**src/rtl/signed_accumulator.sv**
```systemverilog
// Batch accumulator: sums COUNT signed samples with saturation and presents each
// finished sum on a valid/ready output held until the consumer takes it.
module signed_accumulator #(
    parameter int IN_W  = 4,
    parameter int ACC_W = 8,
    parameter int COUNT = 4
) (
    input  logic                    clk,
    input  logic                    reset,
    input  logic signed [IN_W-1:0]  in_data,
    input  logic                    in_valid,
    output logic                    in_ready,
    output logic signed [ACC_W-1:0] out_sum,
    output logic                    out_overflow,
    output logic                    out_valid,
    input  logic                    out_ready
);

    localparam int CNT_W = 8;
    localparam logic [CNT_W-1:0] LAST = CNT_W'(COUNT);
    localparam logic signed [ACC_W-1:0] ACC_MAX = {1'b0, {(ACC_W-1){1'b1}}};
    localparam logic signed [ACC_W-1:0] ACC_MIN = {1'b1, {(ACC_W-1){1'b0}}};

    typedef enum logic [1:0] {IDLE, ACCUM, DONE} state_t;

    state_t                  state_q, state_d;
    logic signed [ACC_W-1:0] acc_q, acc_d;
    logic signed [ACC_W-1:0] sum_q, sum_d;
    logic [CNT_W-1:0]        cnt_q, cnt_d;
    logic                    ovf_q, ovf_d;
    logic                    oflow_q, oflow_d;

    logic                    xfer;
    logic                    sat_ovf;
    logic signed [ACC_W-1:0] sat_sum;
    logic signed [ACC_W-1:0] in_sext;

    function automatic logic signed [ACC_W-1:0] sext_in(input logic signed [IN_W-1:0] x);
        return ACC_W'(x);
    endfunction

    // One guard bit is enough: a disagreeing top pair means the true sum left the ACC_W range.
    function automatic logic [ACC_W:0] sat_add(input logic signed [ACC_W-1:0] a,
                                               input logic signed [IN_W-1:0]  b);
        logic signed [ACC_W:0] s;
        s = (ACC_W+1)'(a) + (ACC_W+1)'(b);
        if (s[ACC_W] != s[ACC_W-1]) begin
            return {1'b1, (s[ACC_W] ? ACC_MIN : ACC_MAX)};
        end
        return {1'b0, s[ACC_W-1:0]};
    endfunction

    always_ff @(posedge clk) begin
        if (reset) begin
            state_q <= IDLE;
            acc_q   <= '0;
            cnt_q   <= '0;
            ovf_q   <= 1'b0;
            sum_q   <= '0;
            oflow_q <= 1'b0;
        end else begin
            state_q <= state_d;
            acc_q   <= acc_d;
            cnt_q   <= cnt_d;
            ovf_q   <= ovf_d;
            sum_q   <= sum_d;
            oflow_q <= oflow_d;
        end
    end

    assign xfer    = in_valid && in_ready;
    assign in_sext = sext_in(in_data);
    assign {sat_ovf, sat_sum} = sat_add(acc_q, in_data);

    always_comb begin
        state_d = state_q;
        case (state_q)
            IDLE:    if (xfer) state_d = (COUNT == 1) ? DONE : ACCUM;
            ACCUM:   if (xfer && (cnt_q + 1'b1 == LAST)) state_d = DONE;
            DONE:    if (out_ready) state_d = IDLE;
            default: state_d = IDLE;
        endcase
    end

    always_comb begin
        acc_d   = acc_q;
        cnt_d   = cnt_q;
        ovf_d   = ovf_q;
        sum_d   = sum_q;
        oflow_d = oflow_q;
        case (state_q)
            IDLE: begin
                if (xfer) begin
                    acc_d = in_sext;
                    cnt_d = CNT_W'(1);
                    ovf_d = 1'b0;
                    if (COUNT == 1) begin
                        sum_d   = in_sext;
                        oflow_d = 1'b0;
                    end
                end
            end
            ACCUM: begin
                if (xfer) begin
                    acc_d = sat_sum;
                    cnt_d = cnt_q + 1'b1;
                    ovf_d = ovf_q | sat_ovf;
                    if (cnt_q + 1'b1 == LAST) begin
                        sum_d   = sat_sum;
                        oflow_d = ovf_q | sat_ovf;
                    end
                end
            end
            DONE: begin
                // Result registers keep the last batch; only the working state is cleared.
                if (out_ready) begin
                    acc_d = '0;
                    cnt_d = '0;
                    ovf_d = 1'b0;
                end
            end
            default: begin
                acc_d = '0;
                cnt_d = '0;
                ovf_d = 1'b0;
            end
        endcase
    end

    always_comb begin
        in_ready     = (state_q != DONE);
        out_valid    = (state_q == DONE);
        out_sum      = sum_q;
        out_overflow = oflow_q;
    end

endmodule

```
**config.mk**
```make
export PLATFORM = sky130hd
export DESIGN_NAME = signed_accumulator
export DESIGN_NICKNAME = d
export VERILOG_FILES = /design/src/rtl/signed_accumulator.sv
export SDC_FILE = /design/constraint.sdc
export NUM_CORES = 1
export LEC_CHECK = 0
export BUFFER_PORTS_ARGS = -buffer_cell sky130_fd_sc_hd__buf_2
export CORE_MARGIN = 3
export CORE_UTILIZATION = 60
export CTS_BUF_LIST = sky130_fd_sc_hd__clkbuf_4 sky130_fd_sc_hd__clkbuf_8
export DETAILED_ROUTE_END_ITERATION = 8
export GPL_TIMING_DRIVEN = 0
export MAX_ROUTING_LAYER = met4
export PLACE_DENSITY = 0.81
export SLEW_MARGIN = 20
export SYNTH_ARGS = -nofsm -noshare
export SYNTH_HDL_FRONTEND = slang
export SYNTH_SLANG_ARGS = --single-unit
```
**constraint.sdc**
```tcl
create_clock -name clk -period 2.4 [get_ports clk]
set_input_delay 0.36 -clock clk [delete_from_list [all_inputs] [get_ports clk]]
set_output_delay 0.36 -clock clk [all_outputs]
set_load 0.005 [all_outputs]
```
======== After elaboration in Yosys (flattened, before gate mapping) ========
Index checks and enable logic that the tools add are counted.
W data, S select, Z words.
operators by class
  add/subtract/negate cells ............... 2
  equal/unequal tests ..................... 9
  mux-type cells .......................... 19
  bitwise operators ....................... 1
  reductions and logical operators ........ 6
operator list
  cell                   number
  $mux W8                6
  $pmux W8 S3            2
  $mux W9                2
  $add A8 B4 Y9          1
  $reduce_and A3 Y1      3
  $add A8 B1 Y8 const B  1
  $eq A8 B3 Y1 const B   1
  $ne A2 B2 Y1 const B   4
  $mux W2                3
  $pmux W2 S3            1
  $mux W1                4
  $pmux W1 S3            1
  $eq A2 B1 Y1 const B   1
  $eq A2 B2 Y1 const B   1
  $logic_and A1 B1 Y1    2
  $logic_not A2 Y1       1
  $ne A2 B1 Y1 const B   1
  $ne A1 B1 Y1           1
  $or A1 B1 Y1           1
storage, ports and cells
  bits in registers ....................... 28
  input port bits ......................... 8
  output and inout bits ................... 11
  word-level logic and storage cells ...... 43

======== Depth between registers and ports, before layout ========
Gate-level depths: netlist of the first run.
  depth after elaboration ................. 7
  depth in mapped cells ................... 8
  depth with buffers taken out ............ 8

======== Least setup slack after synthesis of the first run ========
No wires, ideal clock.
  path kind ............................... in2reg
  start ................................... input in_data[0]
  end ..................................... register acc_q[1]
  setup time .............................. 0.134 ns
  arrival time ............................ 1.979 ns
  required time ........................... 2.266 ns
  path slack .............................. 0.287 ns
  stages .................................. 8
  path buffers ............................ 0
  cell sequence ........................... ha_1 -> fa_1 -> nand3_1 -> a21oi_1 -> o2bb2ai_1 -> nor3_4 -> o211ai_1 -> a211oi_2
between the ends
  cells in the longest elaborated chain, start to end .. 6
  elaborated cells between the ends (all ways) .. 8
  classes of those cells .................. add/sub (1); eq/ne (1); mux (6)
RTL lines
  element                                         RTL line  source
  start: declaration                              10        input logic signed [IN_W-1:0] in_data,
  $add A8 B4 Y9 *                                 46        s = (ACC_W+1)'(a) + (ACC_W+1)'(b);
  $mux W8 / $ne A1 B1 Y1 (equally long branches)  48, 47
  $mux W9 / $mux W1 (equally long branches)       47        if (s[ACC_W] != s[ACC_W-1]) begin
  $mux W9 *                                       50        return {1'b0, s[ACC_W-1:0]};
  $mux W8 *                                       104       if (xfer) begin
  $pmux W8 S3 *                                   91        case (state_q)
  end signal: assignment                          56        acc_q <= '0;
  end signal: assignment                          63        acc_q <= acc_d;
  end: declaration                                27        logic signed [ACC_W-1:0] acc_q, acc_d;
Mark *: on every way between the ends. The rest lies on a longest branch, timed or not. The select of a mux whose other input is x is not followed.
A chain may end at the register's enable or synchronous reset.

======== Worst setup path in the final report of the first run ========
  start ................................... register acc_q[5]
  end ..................................... register sum_q[3] (netlist: out_sum[3])
between the ends
  cells in the longest elaborated chain, start to end .. 4
  elaborated cells between the ends (all ways) .. 6
  classes of those cells .................. add/sub (1); eq/ne (1); mux (4)
RTL lines
  element                                         RTL line  source
  $add A8 B4 Y9 *                                 46
  $mux W8 / $ne A1 B1 Y1 (equally long branches)  48, 47
  $mux W9 / $mux W1 (equally long branches)       47
  $mux W9 *                                       50
  end signal: assignment                          66        sum_q <= sum_d;
  end: declaration                                28        logic signed [ACC_W-1:0] sum_q, sum_d;
Marks and branches as above.

==> results of run 1 <==
==> layer usage <==
| layer | vias up | wire length, µm | part of all wire, % | global-route usage (%) |
|---|---|---|---|---|
| li1 | 821 | - | - | - |
| met1 | 807 | 1922 | 46 | 32.08 |
| met2 | 49 | 2051 | 49 | 41.03 |
| met3 | 4 | 188 | 4.5 | 3.050 |
| met4 | 0 | 31 | 0.74 | 8.738 |
| met5 | - | 0 | 0 | - |
==> repair_timing <==
item	CTS	global route
setup endpoints to repair	0	14
setup buffers	0	2
resized for setup	0	6
==> stage by stage <==
stage | total power, mW | utilization, % | setup TNS [ns] | instances | setup slack, ns
after floorplan | 0.7412 | - | 0 | 204 | 0.2870
after global placement | 0.7987 | 70.92 | -0.6159 | 252 | -0.1244
after detailed placement | 0.8120 | 70.92 | -0.9986 | 252 | -0.1322
after CTS | 0.9928 | 71.79 | 0 | 255 | 0.04158
after global routing | 1.072 | 73.43 | 0 | 257 | 0.01403
final | 1.024 | 73.43 | 0 | 257 | 0.1368
==> power by group <==
group | switching (mW) | total (mW) | internal [mW]
clock | 0.129 | 0.188 | 0.0587
combinational | 0.208 | 0.339 | 0.131
sequential | 0.0136 | 0.497 | 0.483
total | 0.352 | 1.02 | 0.672
==> area by class of cell <==
class / instances / area [µm²] / area share (%)
Buffer: 6 / 23.77 / 1.250
Tap cell: 30 / 37.54 / 1.974
Sequential cell: 28 / 560.5 / 29.47
Timing Repair Buffer: 20 / 105.1 / 5.526
Multi-Input combinational cell: 163 / 1126 / 59.21
Clock buffer: 3 / 22.52 / 1.184
Inverter: 7 / 26.28 / 1.382
==> worst max-delay path: cells and delay by family, from the launching register on <==
| kind | cells | cell delay [ns] |
|---|---|---|
| AOI/OAI and AO/OA | 3 | 0.63 |
| and+or+nand+nor | 3 | 0.62 |
| adders and majority gates | 1 | 0.37 |
| DFF | 1 | 0.34 |
| buffers and inverters | 1 | 0.18 |
==> cells in the mapped netlist (all sizes together), types with 3 or more instances <==
library cell | number | area [µm²]
a211oi | 7 | 67.57
a21oi | 22 | 113.9
and3 | 3 | 23.77
clkbuf | 5 | 18.77
dfxtp | 28 | 560.5
ha | 9 | 112.6
inv | 6 | 22.52
nand2 | 14 | 52.55
nand2b | 3 | 18.77
nand3 | 8 | 40.04
nor2 | 25 | 101.4
nor2b | 4 | 25.02
nor3 | 4 | 31.28
o211ai | 5 | 37.54
o21a | 3 | 22.52
o21ai | 11 | 55.05
o2bb2ai | 5 | 43.79
xnor2 | 3 | 26.28
==> path summary, 6_finish.rpt <==
kind,end,depth (start not counted),from
setup / recovery,out_sum[3],8,acc_q[5]
hold / removal,acc_q[2],3,in_data[2]
setup reg to reg,out_sum[3],8,acc_q[5]
hold reg to reg,out_sum[0],1,out_sum[0]
==> cell families (layout without fill, tap and decap cells) <==
logic type / Yosys count / count (layout) / synth area share, %
and+or+nand+nor: 71 / 71 / 21.67
xor gates and xnor gates: 5 / 5 / 2.563
adders and majority gates: 10 / 10 / 7.760
AOI/OAI and AO/OA: 76 / 76 / 31.70
muxes: 1 / 1 / 0.5857
buffers and inverters: 13 / 36 / 2.928
DFF: 28 / 28 / 32.80
==> state kept, by name (all words and copies together), names as in the netlist <==
register and count:
out_overflow 1, ovf_q 1, state_q 2, acc_q 8
cnt_q 8, out_sum 8
==> cells in the final DEF, fill, tap and decap left out, drive strengths merged, types with 2 or more instances in the layout <==
cell	netlist	layout
clkbuf	5	8
inv	6	6
o21ai	11	11
buf	1	21
o2bb2ai	5	5
a211o	2	2
a311oi	2	2
nor4	2	2
nor3	4	4
a21oi	22	22
o32ai	2	2
o21bai	2	2
nand2b	3	3
o211ai	5	5
a211oi	7	7
xor2	2	2
o21a	3	3
a21boi	2	2
nor2b	4	4
nor2	25	25
nand2	14	14
xnor2	3	3
dfxtp	28	28
a31oi	2	2
nand3	8	8
and3	3	3
ha	9	9
nor3b	2	2
==> results list, run 1 <==
* Clock latency of the later-clocked register in the worst-skew pair: between 0.3 and 0.4 ns
* Average detailed-routed wire length per instance: 16.32 µm
- Post-Route WL: ~4200 µm
- Total count of max-transition violations in the final report: 0
* Height of the die: just under 60 µm
* Number of setup violations in the final report: 0
* Wire length of the first global-routing pass: 6748 µm
- Number of standard cells after synthesis: a little over 200
- Number of antenna violations at the first check in global routing: 0
* Pwr dens: ~540 nW/µm²
- Worst hold path type: in2reg
* Number of global-route vias before repair: 1,569
* Kind of capture point of the worst setup path: flip-flop
- Total cell area at the placement stage: between 1500 and 2000 µm²
* Number of hold violations in the final report: 0
- Start-to-end type of the worst setup path: reg2reg
- RSZ-0062 raised after global routing: no
- Largest net degree at the start of global routing: 15
- The tree is rooted in a sky130_fd_sc_hd__clkbuf_4.
* Detailed placement HPWL: 3127 µm
- The die covers about 3500 µm².
- For this run, design rule violations remaining after detail routing come to 0.
- Data required time of the critical path: between 2 and 3 ns
- Number of hold-repair buffers added at the cts stage: 0
- Layout overhead on the synthesized area: 11.27%
- The run finished with clean final reports.
* Maximum resistive drop on vdd: about 0.37 mV
- Final cycle utilization of the critical path: roughly 94%
- The number of clock buffers added by TritonCTS is 3.
* Count of different cell masters after synthesis: 54
- In this run the register-to-register setup slack is 0.14 ns.
* WHS: approximately 0.32 ns
- In this design, the stage delay of the slowest critical-path cell is approximately 0.44 ns.
- In this run the static leakage power is about 0.75 nW.
- Via count: approximately 1,700
* Count of H-tree levels built during CTS: 1
- Grt total ovfl: 0
- The filler cells instantiated in the layout total approximately 210.
* Peak clock frequency supported by timing: roughly 440 MHz
- Post-route minimum period: around 2.3 ns
- In this run the tool buffered the top-level ports with 18 buffer cells.
- Of all flip-flops after synthesis, the portion carrying an async set or reset was 0%.
* Sequence of cells on the critical path: ha_1 -> nand3_1 -> or3_4 -> a21oi_2 -> nor3_4 -> buf_4 -> a21oi_1 -> a211oi_2
- Number of nets in the synthesized netlist: between 200 and 250
- CTS tree: done
* Maximum net fanout on the critical path: 8
- The initial utilization of the core area, before any placement, comes to 65.99%.
- Proportion of synthesized chip area in sequential cells: about 33%
- Share of post-route cells with drive strength above 1: about 17%
* Clock Sink Count: 28
* Primary flip-flop cell chosen by synthesis mapping: sky130_fd_sc_hd__dfxtp_1
- Once layout is done, the placed cells without fillers occupy about 1900 µm².
- First-pass DRT Iterations: 4
* Post-synth EDFFs: 0
* Count of antenna diodes in the layout: 0
- The congestion estimate from routability-driven global placement came to 0.8842.
* Synthesized flop and latch total: 28
* Rows: 18
- Final nets: approximately 250
- Boundary pin count: 19
- Clock transition at the registers of the reported paths: between 0.1 and 0.15 ns
- The largest individual stage delay along the critical path comes from the cell sky130_fd_sc_hd__or3_4.
- Number of nets still failing antenna checks after routing: 0
* Synth Cell Area: about 1700 µm²
- The worst pin sits at a relative slew slack of roughly three fifths.
- Maxcap violations: 0
- Die X-Extent: 59.37 µm
* Count of routing violations after the opening detailed-route iteration: 144
- The worst setup path is launched from a flip-flop.
- No sink is reached through more buffers than the 2 on the longest clock path.
- Worst endpoint data arrival time: about 2.5 ns
- After floorplanning, the core was sized to cover between 2000 and 3000 µm².
* Vias per std cell: approximately 6.5
* Yosys synthesis warning count: 0
* Transition time of the tightest slew-check pin: about 0.63 ns
* GRT Total Usage: between 20% and 30%
* Post-synthesis average cell area: between 8 and 9 µm²
* Skew final: about 0.0018 ns
Note: power is estimated with default switching activity, not from simulation.
==> run 2, diff against run 1 <==
Settings changed: PLACE_DENSITY 0.81 to 0.84.
==> run 2 against run 1 <==
Non-clock buffer count stayed put. Via count is 0.24% lower. Die area stayed put. Clock power is 5% higher. Maximum frequency is 0.24% lower. Routed wire length is 4.1% lower. Critical endpoint unchanged. Critical path type unchanged. Worst setup slack worse by 0.0053 ns. Final cell count stayed put. Largest cell class unchanged. Clock skew is 0.0042 ns higher. Largest power group unchanged. Highest routed layer unchanged.
==> results list, run 2 (synthesis results as in run 1) <==
- Number of global-route vias before repair: 1,543 (-1.7%)
* Worst max-slew margin expressed relative to the limit: 64.53% (+6.3 points)
* Leakage power figure: 0.7396 nW (-1.4%)
- The cell count of the worst reg-to-reg path is 8 (unchanged).
- Die X-Extent: 59.37 µm (unchanged)
- First-pass DRT Iterations: 4 (unchanged)
- Clk buf depth: 2 (unchanged)
- Origin of the worst min-delay path: in_data[2]
* Skew final: 0.005977 ns (+0.004154 ns)
- The later-pin clock latency in the skew report came to 0.33 ns (+0.02 ns).
- The post-cts hold buffer count was 0 (unchanged).
* Critical register-to-register path endpoint: out_sum[3]
- The number of max-cap violations was 0 (unchanged).
* Pwr dens: 541.2 nW/µm² (+0.53%)
- Number of nets still failing antenna checks after routing: 0 (unchanged)
- The setup slack on the worst flop-to-flop path was 0.13 ns (about the same).
- The layout net count was 247 (unchanged).
* Placeable Area: 2590 µm² (unchanged)
* Number of antenna violations at the first check in global routing: 0 (unchanged)
* Transition time of the tightest slew-check pin: 0.5320 ns (-0.09416 ns)
- Maximum resistive drop on vdd: 0.4334 mV (+18%)
- Grt total ovfl: 0 (unchanged)
- In this run the worst hold path is classified as in2reg.
- The die outline area came to 3525 µm² (unchanged).
- The worst register-to-register path begins at acc_q[4].
- Via count: 1,677 (-0.24%)
- Clock transition at the registers of the reported paths: 0.15 ns (about the same)
- Worst endpoint data arrival time: 2.54 ns (+0.08 ns)
- The final number of setup-violating endpoints came to 0 (unchanged).
* Placer's final routability congestion estimate: 0.8731 (-1.3%)
- Sum Neg Setup Slack: 0 ns (unchanged)
- The share of post-route cells with drive strength above 1 is 15.86% (-1.3 points).
- The effective utilization at floorplan was 65.99% (unchanged).
- Post-Route WL: 4023 µm (-4.1%)
- The number of buffers created by CTS was 3 (unchanged).
- Peak clock frequency supported by timing: 440.8 MHz (-0.24%)
* Number of hold violations in the final report: 0 (unchanged)
- Rows: 18 (unchanged)
- Start-to-end type of the worst setup path: reg2reg
- The share of the core filled with cells came to 72.71% (-0.72 points).
- Vias per std cell: 6.525 (-0.24%)
* Boundary pin count: 19 (unchanged)
- The CTS sink count came to 28 (unchanged).
- Detailed placement HPWL: 3031 µm (-3.1%)
- Status: completed
* Wire length of the first global-routing pass: 6865 µm (+1.7%)
- The largest net degree at the start of global routing is 15 (unchanged).
- Layout overhead on the synthesized area: 10.18%
- Count of H-tree levels built during CTS: 1 (unchanged)
* Leading cell types in the layout, fill and taps excluded: sky130_fd_sc_hd__dfxtp_1, sky130_fd_sc_hd__nor2_1, sky130_fd_sc_hd__a21oi_1
- Setup slack of the critical path after layout: 0.1315 ns (-0.005344 ns)
* Final cycle utilization of the critical path: 94.52% (+0.22 points)
- Maximum net fanout on the critical path: 6 (-2)
* Commonest non-fill, non-tap cell in the layout: sky130_fd_sc_hd__dfxtp_1
* Kind of capture point of the worst setup path: flip-flop
* Count of antenna diodes in the layout: 0 (unchanged)
* Number of input and output port buffers inserted: 18 (unchanged)
* Critical path startpoint: acc_q[4]
* GRT Total Usage: 26.00% (+0.80 points)
- The final-layout fill cell count came to 215 (+2.9%).
- Critical path endpoint: out_sum[3]
- DRC violations left: 0 (unchanged)
- TritonCTS built the clock tree.
- STA classifies the critical path startpoint as a flip-flop.
- Count of routing violations after the opening detailed-route iteration: 143 (-0.69%)
- The root buffer cell chosen for the clock tree is sky130_fd_sc_hd__clkbuf_4.
- Height of the die: 59.37 µm (unchanged)
- The routed wire length per instance is 15.65 µm (-4.1%).
* Total count of max-transition violations in the final report: 0 (unchanged)
- The final critical delay including setup and external delays was 2.269 ns (+0.005344 ns).
- Worst-case setup slack after placement: -0.1501 ns (-0.01787 ns)
* Data required time of the critical path: 2.67 ns (+0.07 ns)
==> run 2: layout make-up <==
class,instances,area [µm²],share of cell area [%]
Inverter,7,26.28,1.395
Buffer,6,23.77,1.262
Clock buffer,3,22.52,1.196
Tap cell,30,37.54,1.993
Sequential cell,28,560.5,29.77
Timing Repair Buffer,20,105.1,5.581
Multi-Input combinational cell,163,1107,58.80
==> run 2: per-layer routing <==
layer / up-vias / track usage, % / part of all wire (%)
met5: - / - / 0
met4: 0 / 11.97 / 2.2
met3: 10 / 3.050 / 5.6
met2: 68 / 40.25 / 46
met1: 779 / 33.74 / 46
li1: 820 / - / -
==> run 2: report_power, final <==
group          switching (mW)  internal [mW]  total [mW]
logic                   0.199          0.127       0.326
registers              0.0132          0.483       0.496
clock network           0.138         0.0591       0.197
==> run 2: critical path, cell delays in order, from the launching register on <==
cell and delay, ns:
sky130_fd_sc_hd__dfxtp_1 0.35, sky130_fd_sc_hd__ha_1 0.35, sky130_fd_sc_hd__a211o_1 0.28, sky130_fd_sc_hd__a21oi_1 0.36
sky130_fd_sc_hd__a211oi_1 0.16, sky130_fd_sc_hd__a41oi_2 0.19, sky130_fd_sc_hd__buf_4 0.18, sky130_fd_sc_hd__a21oi_1 0.10
sky130_fd_sc_hd__a211oi_2 0.23
==> run 2: worst min path at each step <==
stage	endpoint	cells past startpoint
2_1_floorplan	out_sum[0]	1
3_3_place_gp	out_sum[0]	1
3_5_place_dp	out_sum[0]	1
4_1_cts	acc_q[2]	3
5_1_grt	acc_q[2]	3
6_report	acc_q[2]	3
==> run 2: per-stage QoR <==
stage,area [µm²],instances,hold WS [ns],power (mW)
2_1_floorplan,1709,204,0.4558,0.7412
3_3_place_gp,1837,252,0.4425,0.7959
3_5_place_dp,1837,252,0.4466,0.8114
4_1_cts,1859,255,0.2910,1.005
5_1_grt,1883,257,0.2997,1.087
6_report,1883,257,0.2946,1.019
==> run 2: timing repair <==
item / 4_1_cts / 5_1_grt
endpoints found under the setup margin: 0 / 14
setup buffers: 0 / 2
gates resized for setup: 0 / 2
==> run 3, diff against run 2 <==
Settings changed: RECOVER_POWER set to 100.
==> run 3 against run 2 <==
Final cell count did not move. Sequential cell count is the same. Sequential power is essentially flat. Sequential share of layout area increased by 0.099 points. Largest cell class unchanged. Largest power group unchanged.
==> results list, run 3 (synthesis results as in run 1) <==
- The peak supply drop is 0.4317 mV (-0.40%).
- Kind of capture point of the worst setup path: flip-flop
- Buffer type at the clock tree root: sky130_fd_sc_hd__clkbuf_4
- Critical register-to-register path endpoint: out_sum[3]
* CTS tree: done
- Leakage power figure: 0.7333 nW (-0.86%)
- Average detailed-routed wire length per instance: 15.60 µm (-0.37%)
- Number of setup violations in the final report: 0 (unchanged)
- Clock power frac: 19.2% (about the same)
* Startpoint Class: flip-flop
- The global route total overflow came to 0 (unchanged).
- The global-route wire length before repair came to 6865 µm (unchanged).
- The HPWL after detailed placement was 3031 µm (unchanged).
* Pwr dens: 541.9 nW/µm² (+0.13%)
* Number of antenna violations at the first check in global routing: 0 (unchanged)
- The I/O pin count came to 19 (unchanged).
* First-pass DRT Iterations: 4 (unchanged)
- Count of antenna diodes in the layout: 0 (unchanged)
* Utilization after layout: 72.46% (-0.24 points)
- The number of buffers on the longest clock path was 2 (unchanged).
* Vias per std cell: 6.506 (-0.30%)
- Following the worst setup path forward leads to its endpoint at out_sum[3].
* Peak clock frequency supported by timing: 435.7 MHz (-1.2%)
- Clock latency of the later-clocked register in the worst-skew pair: 0.33 ns (about the same)
- Final nets: 247 (unchanged)
* Hold Path Stages: 3 (unchanged)
* Final design instance area without fill: 1877 µm² (-0.33%)
- The post-placement worst setup slack came to -0.1501 ns (unchanged).
- Sequential group share of total power: 48.8% (about the same)
- Number of hold violations in the final report: 0 (unchanged)
- The setup slack on the worst flop-to-flop path was 0.10 ns (-0.03 ns).
- The via count of the first global-routing pass came to 1,543 (unchanged).
- Largest net degree at the start of global routing: 15 (unchanged)
* Power share of the combinational group: 32.0% (about the same)
* Internal power: 669.3 µW (about the same)
- Height of the die: 59.37 µm (unchanged)
- The placer's final routability congestion estimate was 0.8731 (unchanged).
- The number of buffers created by CTS is 3 (unchanged).
- The count of unresolved DRC violations after routing was 0 (unchanged).
- The H-tree depth came to 1 (unchanged).
- In this run the worst hold path is classified as in2reg.
* Placeable Area: 2590 µm² (unchanged)
- Transition time of the tightest slew-check pin: 0.5359 ns (+0.003889 ns)
- Initial core utilization: 65.99% (unchanged)
- The flow ran to the end, and the final reports show no timing, DRC or antenna violations.
- The net switching component of the power is 347.8 µW (-0.56%).
- Critical path startpoint: acc_q[4]
- Die outline area: 3525 µm² (unchanged)
- Die X-Extent: 59.37 µm (unchanged)
- Relative to the synthesized area, the layout overhead comes to 9.810%.
- The required time of the critical path came to 2.66 ns (about the same).
- In the layout the commonest cells are sky130_fd_sc_hd__dfxtp_1, sky130_fd_sc_hd__nor2_1, sky130_fd_sc_hd__a21oi_1.
- The final critical delay including setup and external delays is 2.295 ns (+0.02676 ns).
- Maxcap violations: 0 (unchanged)
* Commonest non-fill, non-tap cell in the layout: sky130_fd_sc_hd__dfxtp_1
* Number of input and output port buffers inserted: 18 (unchanged)
- Total count of max-transition violations in the final report: 0 (unchanged)
- The clock skew is 0.005402 ns (-0.0005748 ns).
- The headroom to the max-slew limit was 64.27% (-0.26 points).
- The violation count after the first detailed-route iteration was 136 (-4.9%).
* Start-to-end type of the worst setup path: reg2reg
- The residual antenna-violating net count after detailed routing was 0 (unchanged).
- Post-Route WL: 4008 µm (-0.37%)
* Total cell area at the placement stage: 1837 µm² (unchanged)
- Switching part of the total power: 34.19% (-0.13 points)
- Rows: 18 (unchanged)
- The clock-pin transition on the worst setup and hold timing paths was 0.14 ns (about the same).
* Worst Reg2Reg Path Length in Cells: 8 (unchanged)
- Via count: 1,672 (-0.30%)
* Setup slack of the critical path after layout: 0.1047 ns (-0.02676 ns)
- Clock Sink Count: 28 (unchanged)
* Final cycle utilization of the critical path: 95.64% (+1.1 points)
- Worst r2r src: acc_q[4]
- The peak fanout along the critical path is 6 (unchanged).
- Worst endpoint data arrival time: 2.55 ns (about the same)
* GRT Total Usage: 26.00% (unchanged)
- Share of post-route cells with drive strength above 1: 14.98% (-0.88 points)
## run 3: cell types whose count changed in the layout (fill, tap and decap cells not counted)
cell	change
sky130_fd_sc_hd__a211oi_2	-1
sky130_fd_sc_hd__and2_0	+1
sky130_fd_sc_hd__buf_2	-1
sky130_fd_sc_hd__and2_1	-1
sky130_fd_sc_hd__a211oi_1	+1
sky130_fd_sc_hd__clkbuf_1	+1
## run 3: stage by stage
step            TNS (ns)  instances  power [mW]  hold WS [ns]
3_3_place_gp     -0.3633        252      0.7959        0.4425
4_1_cts                0        255       1.005        0.2910
5_1_grt        -0.008678        257       1.085        0.2997
2_1_floorplan          0        204      0.7412        0.4558
6_report               0        257       1.017        0.2972
3_5_place_dp      -1.370        252      0.8114        0.4466
## run 3: layout make-up
cell class                 count  area [µm²]
fill                         217       713.2
sequential                    28       560.5
buffer                         6       23.77
inverter                       7       26.28
clock buffer                   3       22.52
multi-input combinational    163        1102
timing repair buffer          20       103.9
tap                           30       37.54
## run 3: metal layers
layer  GRT usage (%)  wire, µm  up-vias  share of wire, %
met5               -         0        -                 0
met4           11.97       102        0               2.5
met3           3.050       211       12               5.3
met2           40.25      1831       56                46
met1           33.74      1861      786                46
li1                -         -      818                 -
## run 3: power by group through the flow
| stage | clock network (mW) | logic (mW) | registers, mW |
|---|---|---|---|
| after CTS | 0.200 | 0.308 | 0.496 |
| after global routing | 0.222 | 0.362 | 0.500 |
| after floorplan | 0 | 0.239 | 0.502 |
| after detailed placement | 0 | 0.305 | 0.507 |
| after global placement | 0 | 0.290 | 0.506 |
| final | 0.196 | 0.325 | 0.496 |
## run 3: worst min path at each step
stage	startpoint	endpoint	slack [ns]
6_report	in_data[2]	acc_q[2]	0.30
5_1_grt	in_data[2]	acc_q[2]	0.30
3_3_place_gp	out_sum[0]	out_sum[0]	0.44
3_5_place_dp	out_sum[0]	out_sum[0]	0.45
2_1_floorplan	out_sum[0]	out_sum[0]	0.46
4_1_cts	in_data[2]	acc_q[2]	0.29
## run 3: worst max-delay path, stage by stage (launching register included)
cell,delay (ns)
sky130_fd_sc_hd__dfxtp_1,0.35
sky130_fd_sc_hd__ha_1,0.35
sky130_fd_sc_hd__a211o_1,0.28
sky130_fd_sc_hd__a21oi_1,0.36
sky130_fd_sc_hd__a211oi_1,0.16
sky130_fd_sc_hd__a41oi_2,0.19
sky130_fd_sc_hd__buf_4,0.18
sky130_fd_sc_hd__a21oi_1,0.09
sky130_fd_sc_hd__a211oi_1,0.26
## run 3: what timing repair did
action | CTS | global route
setup endpoints to repair | 0 | 14
hold buffers | 0 | 0
endpoints found under the hold margin | 0 | 0
buffers inserted | 0 | 2
resized for setup | 0 | 2
